`config.mk`:
```
export PLATFORM = sky130hd
export DESIGN_NAME = ex_muldiv
export DESIGN_NICKNAME = d
export VERILOG_FILES = /design/src/rtl/ex_muldiv_pkg.sv /design/src/rtl/ex_muldiv.sv
export SDC_FILE = /design/constraint.sdc
export NUM_CORES = 1
export LEC_CHECK = 0
export ABC_CLOCK_PERIOD_IN_PS = 7400
export CORE_ASPECT_RATIO = 0.8
export CORE_MARGIN = 4
export CORE_UTILIZATION = 61
export DETAILED_ROUTE_END_ITERATION = 16
export PLACE_DENSITY = 0.82
export SLEW_MARGIN = 20
export SYNTH_ARGS = -nofsm -noshare
export SYNTH_HDL_FRONTEND = slang
export SYNTH_SLANG_ARGS = --single-unit
```
`constraint.sdc`:
```
create_clock -name clk_i -period 7.4 [get_ports clk_i]
set_input_delay 1.85 -clock clk_i [delete_from_list [all_inputs] [get_ports clk_i]]
set_output_delay 1.85 -clock clk_i [all_outputs]
set_load 0.03 [all_outputs]
```
`src/rtl/ex_muldiv_pkg.sv`:
```
// Shared encodings and constants for the EX-stage iterative multiply/divide unit.
package ex_muldiv_pkg;

  // Default operand / result width.
  localparam int MD_WIDTH = 32;

  // Quotient returned for a zero divisor.
  localparam logic [31:0] DIV_BY_ZERO_Q = 32'hFFFF_FFFF;

  // Decoded mul/div opcode carried in the ID/EX register.
  typedef enum logic [1:0] {
    OP_NONE = 2'b00,
    OP_MUL  = 2'b01,
    OP_DIV  = 2'b10,
    OP_REM  = 2'b11
  } md_op_e;

  // Sequencer states.
  typedef enum logic [1:0] {
    ST_IDLE = 2'b00,
    ST_BUSY = 2'b01,
    ST_DONE = 2'b10
  } md_state_e;

endpackage

```
`src/rtl/ex_muldiv.sv`:
```
// Iterative signed multiply (low word) / divide / remainder unit for the EX
// stage. One shift-add or restoring-divide step per cycle over WIDTH cycles,
// sign correction on the last step, then a one-cycle DONE with the result.
//
// Handshake: an instruction is offered when req_i is high with op_i != NONE.
// It is taken in IDLE on the same edge (unless flush_i is high); stall_o goes
// high combinationally in that offering cycle and stays high through BUSY so
// the pipeline holds the instruction. done_o marks the single cycle in which
// result_o must be captured; stall_o is low then so the pipeline advances.
module ex_muldiv
  import ex_muldiv_pkg::*;
#(
  parameter int WIDTH = MD_WIDTH
) (
  input  logic             clk_i,
  input  logic             start_i,
  input  logic             req_i,
  input  logic [1:0]       op_i,
  input  logic [WIDTH-1:0] RSdata_i,
  input  logic [WIDTH-1:0] RTdata_i,
  input  logic             flush_i,
  output logic             stall_o,
  output logic             done_o,
  output logic [WIDTH-1:0] result_o
);

  localparam int ITER = WIDTH;
  localparam int CW   = $clog2(WIDTH) + 1;

  // State (state_q is the observable FSM state for checkers).
  md_state_e          state_q, state_d;
  logic [CW-1:0]      cnt_q, cnt_d;
  logic [WIDTH-1:0]   a_q, a_d;       // |A|; shifted left during divide
  logic [WIDTH-1:0]   b_q, b_d;       // |B|; shifted right during multiply
  logic [2*WIDTH-1:0] acc_q, acc_d;   // mul: {hi,lo} product; div: {rem,quot}
  md_op_e             op_q, op_d;
  logic               sign_a_q, sign_a_d;
  logic               sign_b_q, sign_b_d;
  logic [WIDTH-1:0]   result_q, result_d;

  // Datapath intermediates.
  logic               accept;
  logic [WIDTH-1:0]   a_abs, b_abs;
  logic [WIDTH:0]     mul_sum;
  logic [2*WIDTH-1:0] mul_acc;
  logic [WIDTH:0]     rem_sh;
  logic [WIDTH:0]     diff;
  logic               q_bit;
  logic [WIDTH-1:0]   rem_nxt;
  logic [2*WIDTH-1:0] div_acc;
  logic [2*WIDTH-1:0] step_acc;
  logic [WIDTH-1:0]   fixed;
  logic               last_step;

  assign accept = (state_q == ST_IDLE) && req_i && (md_op_e'(op_i) != OP_NONE) && !flush_i;
  assign a_abs  = RSdata_i[WIDTH-1] ? -RSdata_i : RSdata_i;
  assign b_abs  = RTdata_i[WIDTH-1] ? -RTdata_i : RTdata_i;

  // One iteration of shift-add multiply and restoring divide, plus sign fix.
  always_comb begin
    mul_sum   = {1'b0, acc_q[2*WIDTH-1:WIDTH]} + (b_q[0] ? {1'b0, a_q} : '0);
    mul_acc   = {mul_sum, acc_q[WIDTH-1:1]};
    rem_sh    = {acc_q[2*WIDTH-1:WIDTH], a_q[WIDTH-1]};
    diff      = rem_sh - {1'b0, b_q};
    q_bit     = ~diff[WIDTH];  // no borrow: divisor fits
    rem_nxt   = q_bit ? diff[WIDTH-1:0] : rem_sh[WIDTH-1:0];
    div_acc   = {rem_nxt, acc_q[WIDTH-2:0], q_bit};
    step_acc  = (op_q == OP_MUL) ? mul_acc : div_acc;
    last_step = (cnt_q == CW'(ITER - 1));
    case (op_q)
      OP_MUL:  fixed = (sign_a_q ^ sign_b_q) ? -step_acc[WIDTH-1:0] : step_acc[WIDTH-1:0];
      OP_DIV:  fixed = (b_q == '0) ? WIDTH'(DIV_BY_ZERO_Q) :
                       ((sign_a_q ^ sign_b_q) ? -step_acc[WIDTH-1:0] : step_acc[WIDTH-1:0]);
      OP_REM:  fixed = sign_a_q ? -step_acc[2*WIDTH-1:WIDTH] : step_acc[2*WIDTH-1:WIDTH];
      default: fixed = step_acc[WIDTH-1:0];
    endcase
  end

  // Next-state and datapath register updates.
  always_comb begin
    state_d  = state_q;
    cnt_d    = cnt_q;
    a_d      = a_q;
    b_d      = b_q;
    acc_d    = acc_q;
    op_d     = op_q;
    sign_a_d = sign_a_q;
    sign_b_d = sign_b_q;
    result_d = result_q;
    case (state_q)
      ST_IDLE: begin
        if (accept) begin
          state_d  = ST_BUSY;
          cnt_d    = '0;
          a_d      = a_abs;
          b_d      = b_abs;
          acc_d    = '0;
          op_d     = md_op_e'(op_i);
          sign_a_d = RSdata_i[WIDTH-1];
          sign_b_d = RTdata_i[WIDTH-1];
        end
      end
      ST_BUSY: begin
        if (flush_i) begin
          state_d = ST_IDLE;
        end else begin
          acc_d = step_acc;
          cnt_d = cnt_q + CW'(1);
          if (op_q == OP_MUL) b_d = b_q >> 1;
          else                a_d = a_q << 1;
          if (last_step) begin
            result_d = fixed;
            state_d  = ST_DONE;
          end
        end
      end
      ST_DONE: state_d = ST_IDLE;
      default: state_d = ST_IDLE;
    endcase
  end

  // Register bank with asynchronous active-low reset.
  always_ff @(posedge clk_i or negedge start_i) begin
    if (!start_i) begin
      state_q  <= ST_IDLE;
      cnt_q    <= '0;
      a_q      <= '0;
      b_q      <= '0;
      acc_q    <= '0;
      op_q     <= OP_NONE;
      sign_a_q <= 1'b0;
      sign_b_q <= 1'b0;
      result_q <= '0;
    end else begin
      state_q  <= state_d;
      cnt_q    <= cnt_d;
      a_q      <= a_d;
      b_q      <= b_d;
      acc_q    <= acc_d;
      op_q     <= op_d;
      sign_a_q <= sign_a_d;
      sign_b_q <= sign_b_d;
      result_q <= result_d;
    end
  end

  assign stall_o  = ((state_q == ST_IDLE) && req_i && (md_op_e'(op_i) != OP_NONE)) ||
                    (state_q == ST_BUSY);
  assign done_o   = (state_q == ST_DONE) && !flush_i;
  assign result_o = result_q;

endmodule

```
==> impl_metrics.yaml, run 1 <==
power_and_ir_drop:
  internal_power_w: 0.003350
  p_clk_frac: 0.131
  combPwrFrac: 0.675
  seqPwrFrac: 0.194
  leakage_nw: 7.449
  ir_drop_mv: 0.2369
  switching_share: 0.5314
  p_per_area_mw_per_mm2: 412.8
  power.total_w: 0.007150
  p_sw_w: 0.003800
global_route:
  overflow: 0
  grtUsageMet3: 0.09793
  grt_pass1_vias: 14620
  grt_use_met2: 0.5190
  antenna_found_initial: 0
  busiest_layer: "met2"
  gr-usage-met1: 0.5024
  grt_pass1_wl_um: 79520
  grt.total_usage: 0.3516
  grt_max_degree: 94
route:
  wl_per_cell_um: 21.33
  drt_iter0_drc: 1819
  num_vias: 15810
  drtPass1Iterations: 6
  avgViaCountPerCell: 6.702
  route.detailed.drc: 0
  ant_nets: 0
  wirelength_um: 50310
worst_hold_path:
  min-delay-path-class: "reg2reg"
clock_tree:
  cts_tree: "yes"
  cts_setup_buffers: 0
  cts_buffer_depth: 2
  ctsResizeCount: 0
  cts_hold_buf: 0
  htreeDepth: 4
  clock_sinks: 172
  cts_root_buffer: "clkbuf_16"
  clk_pin_slew_ns: 0.07
  cts_inserted_buffers: 17
  clock_latency_ns: 0.46
finish:
  final_util: 0.7013
  area_delta_synth_final_pct: 11.36
  drive_gt1_frac: 0.05049
  fin_nets: 2169
  multi_input_area_sq_mm: 0.01057
  ff_latch_area_sq_mm: 0.004304
  fill_cells: 2035
yosys:
  synth_top_family_by_area: "compound AO/OA/AOI/OAI gates"
  synth_edf_count: 0
  syn_area_per_cell_sq_um: 7.730
  yosysWarnings: 0
  synth_ff_type: "dfrtp_1"
  synth_seq_area_share: 0.2767
  synth_mux_area_frac: 0.03500
  async_flop_share: 1.000
  ys_ff_latch: 172
  synth_cell_types: 89
  yosys.area_share.simple: 0.2100
  synthXorXnorAreaFrac: 0.09292
  synth-adder-area-share: 0.05889
  netlist_area_sq_mm: 0.01555
  synthCells: 2012
  synthesis.nets: 2154
  synth_compound_area_frac: 0.2792
place:
  portBuffers: 103
  gp_congestion: 1.028
  hpwlAfterDp_um: 38120
die:
  die_y_um: 150.8
  die_w_um: 186.5
  ioPinCount: 104
  start_util: 0.6298
  die_area_sq_mm: 0.02813
  placementRows: 51
  core-area_sq_mm: 0.02469
setup_path:
  critPathKind: "reg2reg"
  required_ns: 7.77
  crit_chain: "inv_1, ha_1, fa_1, nand2b_1, a21oi_1, o311a_1, o211ai_2, nand3_1, nand2_1, nand2_1, o21ai_0, mux2i_1, ha_1, o31ai_1, a211oi_1, nand4_1, or4b_1, nor3_2, a21oi_1, or3_1, o2111ai_1"
  cp_max_fo: 12
  cp.arrival_ns: 6.63
  crit_path_end_kind: "flip-flop"
  start_kind: "flip-flop"
  critPathSlowestCell: "or4b_1"
  cpPeakStageDelay_ns: 0.67
run_status:
  status: "completed"
timing:
  whs_ns: 0.4826
  tightestPinTransition_ns: 1.087
  rsz0062_at_grt: "false"
  fin_crit_ns: 6.262
  setup_viol: 0
  setup_tns_ns: 0
  finalHoldViolCount: 0
  skew_ns: 0.01312
  clock.fmax_mhz: 159.7
  fin_crit_sh: 0.8462
  maxSlewViolCount: 0
  maxSlewHeadroom: 0.2753
run:
  max_cap_viol_count: 0
[state kept, by name, indices dropped and copies added (netlist names)]
signal    cells
acc_q        64
a_q          32
b_q          32
result_o     32
cnt_q         6
op_q          2
state_q       2
sign_a_q      1
sign_b_q      1
[Yosys cell counts, drive strengths merged (15+ instances only)]
cell | n | share of area
a21o | 35 | 0.017
o41ai | 17 | 0.0096
nor4 | 23 | 0.011
xnor2 | 90 | 0.051
o21ai | 220 | 0.071
nand2b | 18 | 0.0072
buf | 15 | 0.0051
mux2i | 51 | 0.033
ha | 70 | 0.056
nand3 | 29 | 0.0093
a211oi | 23 | 0.011
nand2 | 264 | 0.064
dfrtp | 172 | 0.28
inv | 58 | 0.014
clkbuf | 116 | 0.028
a31oi | 17 | 0.0068
xor2 | 75 | 0.042
nor3 | 48 | 0.017
nand4 | 20 | 0.0080
and3 | 17 | 0.0068
o22ai | 39 | 0.016
nor2 | 143 | 0.035
or4 | 15 | 0.0075
a21oi | 145 | 0.047
o31ai | 32 | 0.015
and2 | 43 | 0.017
[cells in the final DEF, fill, tap and decap left out, types with 7 or more instances in the layout]
master | Yosys | final
clkdlybuf4s50_1 | 0 | 101
nand3b_1 | 8 | 8
a221oi_1 | 14 | 14
ha_1 | 70 | 70
o221ai_1 | 14 | 14
clkbuf_16 | 0 | 17
nand2_1 | 264 | 264
o41ai_1 | 17 | 17
a22oi_1 | 10 | 10
xor2_1 | 75 | 75
mux2i_1 | 51 | 51
o21bai_1 | 7 | 7
and3_1 | 17 | 17
and2_1 | 43 | 43
a41oi_1 | 8 | 8
a31oi_1 | 17 | 17
o22ai_1 | 39 | 39
o31ai_1 | 32 | 32
o211ai_1 | 10 | 10
nor2_1 | 141 | 139
nor2b_1 | 11 | 9
nor3_1 | 45 | 45
o21ai_0 | 216 | 216
nor4_1 | 21 | 20
a21o_1 | 35 | 35
o21a_1 | 13 | 13
a22o_1 | 14 | 14
nand4_1 | 20 | 20
or3_1 | 13 | 13
dfrtp_1 | 172 | 172
nand2b_1 | 18 | 16
xnor2_1 | 90 | 90
a211oi_1 | 23 | 23
o2111ai_1 | 8 | 8
nand3_1 | 29 | 29
buf_4 | 1 | 23
or4_1 | 14 | 14
or2_2 | 9 | 9
inv_1 | 57 | 57
a21oi_1 | 144 | 144
[worst paths after layout]
path,from,to,slack (ns),depth (start not counted)
setup / recovery,a_q[31],result_o[24],1.14,21
hold / removal,result_o[22],result_o[22],0.48,2
setup reg to reg,a_q[31],result_o[24],1.14,21
hold reg to reg,result_o[22],result_o[22],0.48,2
max in group asynchronous,start_i,a_q[28],4.82,2
min in group asynchronous,start_i,b_q[30],1.31,1
[area by class of cell]
type	instances	share of cell area
Antenna cell	1	0.0001445
Clock inverter	15	0.009681
Inverter	59	0.01279
Sequential cell	172	0.2485
Clock buffer	17	0.02456
Multi-Input combinational cell	1650	0.6105
Tap cell	318	0.02297
Timing Repair Buffer	127	0.07087
[critical path: cells and delay by family (launching register included)]
family                     cells  cell delay [ns]
AOI/OAI and AO/OA              8             1.78
muxes                          1             0.30
buffers and inverters          1             0.07
adders and majority gates      3             0.91
DFF                            1             0.39
and+or+nand+nor                8             2.71
[routing by layer]
metal / wire, um / vias up
met3: 5373 / 142
met5: 0 / -
met4: 1623 / 0
met1: 22280 / 7478
met2: 21030 / 789
li1: - / 7400
[cells by family after synthesis]
logic type / Yosys count
muxes: 54
and+or+nand+nor: 679
buffers and inverters: 190
adders and majority gates: 72
xor gates and xnor gates: 165
DFF: 172
AOI/OAI and AO/OA: 680
[stage by stage]
step | cells | setup WS, ns | area, sq um
after global placement | 2325 | 1.273 | 16700
after detailed placement | 2325 | 1.276 | 16700
after CTS | 2357 | 1.336 | 17290
after global routing | 2358 | 0.8243 | 17320
final | 2359 | 1.138 | 17320
after floorplan | 2012 | 1.675 | 15550
[power by group through the flow]
| stage | logic (W) | clock network (W) | registers, W |
|---|---|---|---|
| floorplan | 0.00343 | 0 | 0.00129 |
| global placement | 0.00455 | 0 | 0.00139 |
| detailed placement | 0.00465 | 0 | 0.00140 |
| CTS | 0.00468 | 0.000938 | 0.00138 |
| global route | 0.00521 | 0.000978 | 0.00141 |
| finish | 0.00482 | 0.000939 | 0.00139 |
No activity file was read; power rests on OpenSTA's default activity.
==> run 2, diff against run 1 <==
--- a/config.mk
+++ b/config.mk
@@ -5,7 +5,7 @@
 export SDC_FILE = /design/constraint.sdc
 export NUM_CORES = 1
 export LEC_CHECK = 0
-export ABC_CLOCK_PERIOD_IN_PS = 7400
+export ABC_CLOCK_PERIOD_IN_PS = 6150
 export CORE_ASPECT_RATIO = 0.8
 export CORE_MARGIN = 4
 export CORE_UTILIZATION = 61
==> constraint.sdc (replaced) <==
create_clock -name clk_i -period 6.15 [get_ports clk_i]
set_input_delay 1.5375 -clock clk_i [delete_from_list [all_inputs] [get_ports clk_i]]
set_output_delay 1.5375 -clock clk_i [all_outputs]
set_load 0.03 [all_outputs]
==> run 2 against run 1 <==
Count of clock-buffer cells in the layout unchanged. Core utilization increased by 0.27 points. Global-route usage increased by 0.83 points. Fmax increased by 11%. Total power increased by 20%. Sequential power increased by 22%. Sequential share of layout area decreased by 0.095 points. Die area unchanged.
==> impl_metrics.yaml, run 2 (same netlist as run 1, synthesis figures left out) <==
finish:
  final_cell_mix: "nand2_1, o21ai_0, dfrtp_1"
  max_flop_register: "acc_q"
  n_antenna_cell: 0
  largest_register_ffs: 64
  fin_nets: 2179
  area_delta_synth_final_pct: 11.79
  multi_input_area_sq_mm: 0.01057
  final_common_cell: "nand2_1"
  ff_latch_area_sq_mm: 0.004304
  fill_cells: 2060
  drive_gt1_frac: 0.05415
global_route:
  grtUsageMet3: 0.08917
  grt_pass1_vias: 14800
  antenna_found_initial: 0
  overflow: 0
  busiest_layer: "met2"
  gr-usage-met1: 0.5141
  grt.total_usage: 0.3599
  grt_max_degree: 94
  grt_use_met2: 0.5509
  grt_pass1_wl_um: 81210
die:
  die_w_um: 186.5
  placementRows: 51
  core-area_sq_mm: 0.02469
  die_area_sq_mm: 0.02813
  start_util: 0.6298
  ioPinCount: 104
  die_y_um: 150.8
setup_path:
  start_kind: "flip-flop"
  crit_path_end_kind: "flip-flop"
  critPathKind: "reg2reg"
  cp.arrival_ns: 6.02
  required_ns: 6.53
  cp_max_fo: 6
clock_tree:
  ctsResizeCount: 0
  cts_root_buffer: "clkbuf_16"
  clock_sinks: 172
  cts_inserted_buffers: 17
  cts_setup_buffers: 0
  htreeDepth: 4
  clock_latency_ns: 0.45
  cts_hold_buf: 0
  clk_pin_slew_ns: 0.08
  cts_buffer_depth: 2
  cts_tree: "yes"
timing:
  setup_slack_ns: 0.5158
  skew_ns: 0.01386
  whs_ns: 0.4712
  tightestPinTransition_ns: 1.136
  rsz0062_at_grt: "false"
  fin_crit_ns: 5.634
  setup_tns_ns: 0
  maxSlewViolCount: 0
  maxSlewHeadroom: 0.2425
  fin_crit_sh: 0.9161
  setup_viol: 0
  clock.fmax_mhz: 177.5
  finalHoldViolCount: 0
route:
  ant_nets: 0
  route.detailed.drc: 0
  drt_iter0_drc: 1941
  wirelength_um: 51440
  avgViaCountPerCell: 6.722
  num_vias: 15920
  wl_per_cell_um: 21.72
  drtPass1Iterations: 6
run:
  max_cap_viol_count: 0
place:
  hpwlAfterDp_um: 38690
  gp_congestion: 1.011
  portBuffers: 103
  pre_cts_slack_ns: 0.3167
run_status:
  status: "completed"
power_and_ir_drop:
  leakage_nw: 7.489
  ir_drop_mv: 0.3352
  p_per_area_mw_per_mm2: 495.0
  power.total_w: 0.008606
worst_hold_path:
  min-delay-path-class: "reg2reg"
-- run 2: cell types whose count changed in the layout (fill, tap and decap cells not counted), sizes merged --
cell      delta
inv          -2
clkinvlp     +2
bufinv       +1
buf         +10
diode        -1
clkinv       -1
-- run 2: power by group --
part           internal [W]  switching (W)
clock network      0.000582       0.000552
logic               0.00214        0.00364
registers           0.00136       0.000327
total               0.00408        0.00452
-- run 2: metal layers --
metal / wire length, um / share of wire / up-vias
met5: 0 / 0 / -
met4: 1292 / 0.025 / 0
met3: 5901 / 0.11 / 101
met2: 21960 / 0.43 / 852
met1: 22290 / 0.43 / 7551
li1: - / - / 7414
-- run 2: final cells by class --
type                            count  area share
Timing Repair Buffer              137     0.07449
Clock inverter                     15     0.01008
Sequential cell                   172      0.2476
Tap cell                          318     0.02289
Multi-Input combinational cell   1650      0.6078
Inverter                           59     0.01274
Clock buffer                       17     0.02447
-- run 2: final timing paths --
path                       cells after the start  slack [ns]         from           end
hold reg to reg                                2        0.47  result_o[3]   result_o[3]
hold / removal                                 2        0.47  result_o[3]   result_o[3]
setup / recovery                              20        0.52      b_q[11]  result_o[30]
min in group asynchronous                      1        1.12      start_i       b_q[30]
setup reg to reg                              20        0.52      b_q[11]  result_o[30]
max in group asynchronous                      2        4.02      start_i     acc_q[33]
-- run 2: critical path, stage by stage, from the launching register on --
cell and delay [ns]:
dfrtp_1 0.39, inv_1 0.07, ha_1 0.38, a21o_1 0.24, a221o_1 0.38, o31a_1 0.34, o211a_4 0.30, o21ai_2 0.18
nand2_1 0.13, nand2_1 0.08, o21ai_0 0.13, mux2i_1 0.23, ha_1 0.21, o31ai_1 0.07, a211oi_1 0.29, nand4_1 0.26
or4b_1 0.69, o41ai_1 0.30, mux2i_1 0.12, a2111oi_0 0.63, a21o_1 0.14
-- run 2: per-stage QoR --
stage / std cells / cell area [sq um] / util
after floorplan: 2012 / 15550 / -
after global placement: 2336 / 16790 / 0.6799
after detailed placement: 2336 / 16790 / 0.6799
after CTS: 2368 / 17390 / 0.7042
after global routing: 2368 / 17390 / 0.7040
final: 2368 / 17390 / 0.7040
